===== src/rtl/mandel_sched.sv =====
// mandel_sched: iteration scheduler for a fixed-latency, non-stallable
// Mandelbrot single-step datapath. A metadata ring runs in lockstep with
// the datapath; each returning slot is either retired, re-issued for
// another iteration, parked while the output is busy, or replaced by a
// new pixel.
module mandel_sched #(
    parameter int LATENCY  = 30,
    parameter int MAX_ITER = 255,
    parameter int ITER_W   = 8,
    parameter int TAG_W    = 16
) (
    input  logic              clock,
    input  logic              rst_n,
    input  logic              in_valid,
    output logic              in_ready,
    input  logic [31:0]       in_x0,
    input  logic [31:0]       in_y0,
    input  logic [TAG_W-1:0]  in_tag,
    output logic [31:0]       dp_x0,
    output logic [31:0]       dp_y0,
    output logic [31:0]       dp_xn,
    output logic [31:0]       dp_yn,
    input  logic [31:0]       dp_xn1,
    input  logic [31:0]       dp_yn1,
    output logic              out_valid,
    input  logic              out_ready,
    output logic [TAG_W-1:0]  out_tag,
    output logic [ITER_W-1:0] out_iter,
    output logic              busy
);

    // Slot ring: index 0 is the head written by this cycle's issue,
    // index LATENCY-1 is the slot whose datapath result is returning now.
    logic [LATENCY-1:0] ring_vld;
    logic [LATENCY-1:0] ring_done;
    logic [TAG_W-1:0]   ring_tag  [LATENCY];
    logic [ITER_W-1:0]  ring_iter [LATENCY];
    logic [31:0]        ring_x0   [LATENCY];
    logic [31:0]        ring_y0   [LATENCY];

    logic              tail_vld;
    logic              tail_done;
    logic [ITER_W-1:0] iter_inc;
    logic [ITER_W-1:0] fin_iter;
    logic              escape;
    logic              finishing;
    logic              retire_ready;
    logic              out_free;
    logic              complete;
    logic              slot_free;

    logic              issue_vld;
    logic              issue_done;
    logic [TAG_W-1:0]  issue_tag;
    logic [ITER_W-1:0] issue_iter;
    logic [31:0]       issue_x0;
    logic [31:0]       issue_y0;
    logic [31:0]       issue_xn;
    logic [31:0]       issue_yn;

    // Escape needs only the exponent field: >= 0x80 means |v| >= 2, Inf or NaN.
    always_comb begin
        tail_vld     = ring_vld[LATENCY-1];
        tail_done    = ring_done[LATENCY-1];
        iter_inc     = ring_iter[LATENCY-1] + 1'b1;
        escape       = (dp_xn1[30:23] >= 8'h80) || (dp_yn1[30:23] >= 8'h80);
        finishing    = tail_vld && !tail_done &&
                       (escape || (iter_inc == ITER_W'(MAX_ITER)));
        retire_ready = tail_vld && (tail_done || finishing);
        fin_iter     = tail_done ? ring_iter[LATENCY-1] : iter_inc;
        out_free     = !out_valid || out_ready;
        complete     = retire_ready && out_free;
        slot_free    = !tail_vld || complete;
        in_ready     = slot_free;
        busy         = (|ring_vld) || out_valid;
    end

    // Decide what enters the ring head: new pixel, bubble, parked result or next iteration.
    always_comb begin
        issue_vld  = 1'b0;
        issue_done = 1'b0;
        issue_tag  = ring_tag[LATENCY-1];
        issue_iter = iter_inc;
        issue_x0   = ring_x0[LATENCY-1];
        issue_y0   = ring_y0[LATENCY-1];
        issue_xn   = dp_xn1;
        issue_yn   = dp_yn1;
        if (slot_free) begin
            issue_xn = 32'h0;
            issue_yn = 32'h0;
            if (in_valid) begin
                issue_vld  = 1'b1;
                issue_tag  = in_tag;
                issue_iter = '0;
                issue_x0   = in_x0;
                issue_y0   = in_y0;
            end
        end else if (retire_ready) begin
            // Parked: operands are irrelevant, feed zeros to keep the datapath quiet.
            issue_vld  = 1'b1;
            issue_done = 1'b1;
            issue_iter = fin_iter;
            issue_xn   = 32'h0;
            issue_yn   = 32'h0;
        end else begin
            issue_vld  = 1'b1;
        end
    end

    // Control state, datapath operand registers and the output register.
    always_ff @(posedge clock or negedge rst_n) begin
        if (!rst_n) begin
            ring_vld  <= '0;
            ring_done <= '0;
            out_valid <= 1'b0;
            out_tag   <= '0;
            out_iter  <= '0;
            dp_x0     <= 32'h0;
            dp_y0     <= 32'h0;
            dp_xn     <= 32'h0;
            dp_yn     <= 32'h0;
        end else begin
            ring_vld  <= {ring_vld[LATENCY-2:0], issue_vld};
            ring_done <= {ring_done[LATENCY-2:0], issue_done};
            dp_x0     <= issue_x0;
            dp_y0     <= issue_y0;
            dp_xn     <= issue_xn;
            dp_yn     <= issue_yn;
            if (complete) begin
                out_valid <= 1'b1;
                out_tag   <= ring_tag[LATENCY-1];
                out_iter  <= fin_iter;
            end else if (out_ready) begin
                out_valid <= 1'b0;
            end
        end
    end

    // Slot payload shifts with the ring; validity alone decides whether it matters.
    always_ff @(posedge clock) begin
        ring_tag[0]  <= issue_tag;
        ring_iter[0] <= issue_iter;
        ring_x0[0]   <= issue_x0;
        ring_y0[0]   <= issue_y0;
        for (int i = 1; i < LATENCY; i++) begin
            ring_tag[i]  <= ring_tag[i-1];
            ring_iter[i] <= ring_iter[i-1];
            ring_x0[i]   <= ring_x0[i-1];
            ring_y0[i]   <= ring_y0[i-1];
        end
    end

endmodule


===== config.mk =====
export PLATFORM = sky130hd
export DESIGN_NAME = mandel_sched
export DESIGN_NICKNAME = d
export VERILOG_FILES = /design/src/rtl/mandel_sched.sv
export SDC_FILE = /design/constraint.sdc
export NUM_CORES = 2
export LEC_CHECK = 0
export ABC_AREA = 1
export BUFFER_PORTS_ARGS = -buffer_cell sky130_fd_sc_hd__buf_2
export CAP_MARGIN = 15
export CORE_AREA = 2 2 500 502
export DETAILED_ROUTE_END_ITERATION = 16
export DIE_AREA = 0 0 502 504
export PLACE_DENSITY_LB_ADDON = 0.1
export SYNTH_ARGS = -nofsm -noshare
export SYNTH_HDL_FRONTEND = slang
export SYNTH_SLANG_ARGS = --single-unit

===== constraint.sdc =====
create_clock -name clock -period 2.32 [get_ports clock]
set_input_delay 0.116 -clock clock [delete_from_list [all_inputs] [get_ports clock]]
set_output_delay 0.116 -clock clock [all_outputs]
set_load 0.02 [all_outputs]

# Word level (Yosys, flattened, before mapping)
# Memories as Yosys holds them, arrays and structs flattened.
# Cells that the tools add are included.
# classes
add_sub_neg	1
order_cmp	2
eq_ne	1
muxes	20
n_reduce_logical	15
# op_table
op	count
2-to-1 mux 32 bit	8
2-to-1 mux 16 bit	2
2-to-1 mux 8 bit	4
OR reduction 30 bit	1
greater-or-equal comparator 8 bit (second input constant)	2
adder 8 x 1 -> 8 bit (second input constant)	1
equality test 8 bit (second input constant)	1
logical OR 1 bit	6
2-to-1 mux 1 bit	6
logical AND 1 bit	4
logical NOT 1 bit	3
nonzero test 2 bit	1
# totals
regBits	213
ram_bits	2640
input_bits	148
output_inout_bits	155
wordCells	52
mem_count	4
# mem_list
memory	words	width	read_ports	rd_ports_with_merged_regs	write_ports	line_no	source
ring_x0	30	32	30	0	30	38	logic [31:0] ring_x0 [LATENCY];
ring_y0	30	32	30	0	30	39	logic [31:0] ring_y0 [LATENCY];
ring_tag	30	16	30	0	30	36	logic [TAG_W-1:0] ring_tag [LATENCY];
ring_iter	30	8	30	0	30	37	logic [ITER_W-1:0] ring_iter [LATENCY];

# Logic depth before layout (Yosys ltp)
# depth
ltp_word	9
ltp_mapped	16
ltp_nobuf	15

# Worst setup path after synthesis
# Ideal clock, no wire load.
# synth_path
path_type	register -> register
start	mem ring_iter[29][0], in the netlist ring_iter[1][104]
end	reg dp_y0[22]
setup_ns	0.121
arrival_time_ns	1.808
required_time_ns	2.199
path_slack_ns	0.391
path_stages_with_launch	17
path_buffers	3
synth_period_minus_slack_ns	1.929
path_cell_list	dfxtp_1 > ha_1 > nand2_1 > inv_1 > nand2_1 > nand2_1 > nor2_1 > nand2_1 > nor2_1 > nand2_2 > nand2_4 > a21boi_2 > buf_4 > buf_6 > buf_6 > nand2_1 > nand2_1
# synth_lines
item	line_no	source
start: declaration	37	
end signal: assignment	126	dp_y0 <= issue_y0;
end: declaration	20	output logic [31:0] dp_y0,

==> results.toml <==
[synth]
synth.top_cells.by_area = "dfxtp_1 86%, dfrtp_1 8.6%, nand2_1 2.6%"
synth-edff-count = 0
ranking_of_synthesized_cells_by_instance_count = "2,640 x dfxtp_1, 422 x nand2_1, 213 x dfrtp_1"
synth_top_cell_by_area = "dfxtp_1"
netlist.area_leader.share_pct = 85.7
syn_inst = 3584
async_reset_ff_share_pct = 7.47
yosys_register_bits = 2853
synthesis.yosys.warnings = 0
postSynthAreaPerCell_um2 = 17.2
ys_types = 28
synth_sequential_area_ratio_pct = 94.4
synth.most_common_cell = "dfxtp_1"
netlist_area_mm2 = 0.0616
ys.flop_type = "dfxtp_1"

[critical_path]
timing.setup.critical_path_class = "register to output port"
critical-path-top-delay-family = "simple AND/OR/NAND/NOR gates"
slowest_delay_ns = 0.42
category_of_the_worst_setup_path_capture_point = "output port"
critical_path.most_common_cell = "nand2_1"
critical_path.cell_chain = "nand2_1 -> nor2_2 -> nand2_1 -> nand2_1 -> nand2_1 -> nor2_1 -> nand2_2 -> nand2_4 -> nand3_4 -> nand2_8 -> buf_8"
critical_path_buf_inv_count = 1
worst_path_arrival_ns = 2.47
critical_path.startpoint_type = "register"
rrSetupSlack_ns = 0
cp.required_ns = 2.20
worst-r2r-cell-count = 14
crit_fanout = 5
timing.critical_path.slowest_stage_cell = "dfxtp_1"
regToRegEndpoint = "dp_x0[27]$_DFF_PN0_"
reg2reg_start = "ring_iter[1][109]$_DFF_P_"

[job]
cap_viol_max_count = 0

[cells_and_area]
stdcell_area_mm2 = 0.0805
drive_gt1_share_pct = 19.6
layout.filler_cells = 24094
design.final.nets = 4600
flow.area_growth_from_synthesis_pct = 30.6

[timing]
final_period_minus_worst_setup_slack_ns = 2.59
period_share_pct = 112
max-slew-margin-rel_pct = 52.0
fin_worst_skew_ns = 0.0445
maximum_frequency_from_static_timing_analysis_mhz = 386
finalHoldViolations = 0
worst_pin_slew_ns = 0.720
final_setup_fails = 2
final.hold.worst_slack_ns = 0.111
rsz0062_at_grt = "true"
finalMaxSlewViolations = 0
tns_ns = -0.270
post-route-worst-setup-slack_ns = -0.270

[global_route]
grt_util_met1_pct = 10.0
antenna_found_initial = 14
use_met3_pct = 2.94
gr-usage-met2_pct = 10.0
globalRouteTotalUtil_pct = 7.40
first_global_vias = 26772
grt_overflow_total = 0
global_route.peak_usage_layer = "met1"
grt_start_max_net_pins = 68
grt_pass1_wl_um = 147000

[floorplanning]
die_area_mm2 = 0.253
die_height_um = 504
placementRows = 183
floorplan.initialDensity_pct = 24.9
io_pins = 303
placeableCoreArea_mm2 = 0.248
die_width_um = 502

[routing]
vias = 26043
post_drt_wl_per_cell_um = 12.1
ant_nets = 0
drt_iter0_drc = 1054
drt_wl_total_um = 97000
drt_pre_antenna_iters = 4
route.detailed.drc = 0
drt-vias-per-instance = 3.25

[power]
design_power_total_w = 0.104
ir_drop_mv = 0.673
power_leakage_nw = 34.4
cellPowerDensity_mw_per_mm2 = 1290

[place]
postPlaceCellArea_mm2 = 0.0674
buffer_ports.inserted = 302
hpwlAfterDp_um = 46700
place_congestion = 0.702

[clock_tree]
root_buffer = "clkbuf_16"
clk_path_buf_depth = 4
clock_latency_on_the_worst_skew_pair_ns = 0.92
htree_num_levels = 5
clk_transition_reported_paths_ns = 0.06
tritoncts_buffers = 314
tritoncts = "built"
clock_sinks = 2853

[worst_hold_path]
hold_path_class = "primary input to register"
worst_hold_path.endpoint = "ring_tag[0][15]$_DFF_P_"
hold_depth = 6
min-delay-start = "in_tag[15]"

[outcome]
violations_in_the_final_reports = "negative setup slack"
status = "finished with violations"
## tightest hold or removal path: stages
cell and delay (ns):
dlygate4sd3_1 0.52, buf_2 0.10, nand2_1 0.04, o21ai_0 0.06, nand2_1 0.05, nand2_1 0.06
## cell families after synthesis
| kind of cell | count (synthesis) | share of synthesized area, % |
|---|---|---|
| flip-flops | 2853 | 94.4 |
| other | 1 | 0.00608 |
| multiplexers | 64 | 1.17 |
| XOR/XNOR | 2 | 0.0284 |
| adder cells (fa/ha/maj) | 2 | 0.0406 |
| AND/OR/NAND/NOR | 529 | 3.35 |
| AO/OA/AOI/OAI | 43 | 0.365 |
| buffers and inverters | 90 | 0.648 |
## worst max-delay path by stage
stage,from,to,depth (start not counted)
2_1_floorplan,ring_iter[1][104]$_DFF_P_,dp_y0[22]$_DFF_PN0_,16
3_3_place_gp,ring_iter[1][104]$_DFF_P_,dp_y0[20]$_DFF_PN0_,12
3_5_place_dp,ring_iter[1][104]$_DFF_P_,dp_y0[15]$_DFF_PN0_,13
4_1_cts,ring_iter[1][105]$_DFF_P_,in_ready,13
5_1_grt,ring_iter[1][104]$_DFF_P_,in_ready,12
6_report,ring_iter[1][109]$_DFF_P_,in_ready,11
## registers in the layout, summed over array words and instances, names as in the netlist
signal     flops
out_valid      1
dp_xn         32
ring_iter    240
ring_x0      960
out_tag       16
dp_yn         32
ring_vld      30
dp_x0         32
ring_done     30
dp_y0         32
ring_tag     480
ring_y0      960
out_iter       8
## layout make-up
class / instances / area, um^2 / share of cell area, %
Clock inverter: 100 / 977 / 1.21
Antenna cell: 4 / 10.0 / 0.0124
Sequential cell: 2853 / 58200 / 72.3
Inverter: 38 / 145 / 0.180
Tap cell: 3330 / 4170 / 5.17
Clock buffer: 444 / 9030 / 11.2
Multi-Input combinational cell: 642 / 3190 / 3.96
Timing Repair Buffer: 601 / 4820 / 5.98
## where the power goes
part / internal, W / total (W) / leakage (nW) / switching [W]
combinational: 0.000896 / 0.00205 / 4.65 / 0.00115
sequential: 0.0533 / 0.0543 / 24.8 / 0.00104
clock: 0.0287 / 0.0472 / 4.95 / 0.0185
## layout by cell type, fill, tap and decap left out, types with 5 or more instances in the layout
cell type / netlist / final
dfxtp_1: 2640 / 2635
nand2_1: 422 / 416
clkbuf_16: 0 / 329
buf_2: 22 / 299
dlygate4sd3_1: 0 / 254
dfrtp_1: 213 / 212
nor2_1: 78 / 76
clkbuf_1: 23 / 71
mux2_2: 64 / 64
clkinv_2: 0 / 61
clkbuf_8: 0 / 51
o21ai_0: 39 / 39
inv_1: 38 / 35
buf_4: 1 / 17
bufinv_16: 0 / 15
buf_12: 0 / 15
nand3_1: 12 / 10
clkinvlp_4: 0 / 8
nand2_2: 2 / 7
inv_6: 0 / 6
nor4_2: 0 / 5
## through the flow
step / setup WS (ns) / cells / utilization (%)
3_5_place_dp: 0.00563 / 7193 / 27.2
5_1_grt: -0.507 / 8009 / 32.5
3_3_place_gp: 0.0530 / 7193 / 27.2
2_1_floorplan: 0.391 / 3585 / -
4_1_cts: -0.504 / 7995 / 32.4
6_report: -0.270 / 8012 / 32.5
## layer usage
metal  routed length, um  vias up  part of all wire [%]
li1                    -    12881                     -
met1               48100    12335                    50
met2               38800      560                    40
met3                6800      267                   7.0
met4                3330        0                   3.4
met5                   0        -                     0
## repair_timing
| action | in CTS | in global routing |
|---|---|---|
| pin swaps | 4 | 8 |
| gates cloned | 0 | 10 |
| resized for setup | 20 | 33 |
| hold buffers | 255 | 0 |
| setup endpoints to repair | 30 | 118 |
| endpoints found under the hold margin | 430 | 0 |
| buffers inserted | 3 | 7 |
(Power assumes the default switching activity.)
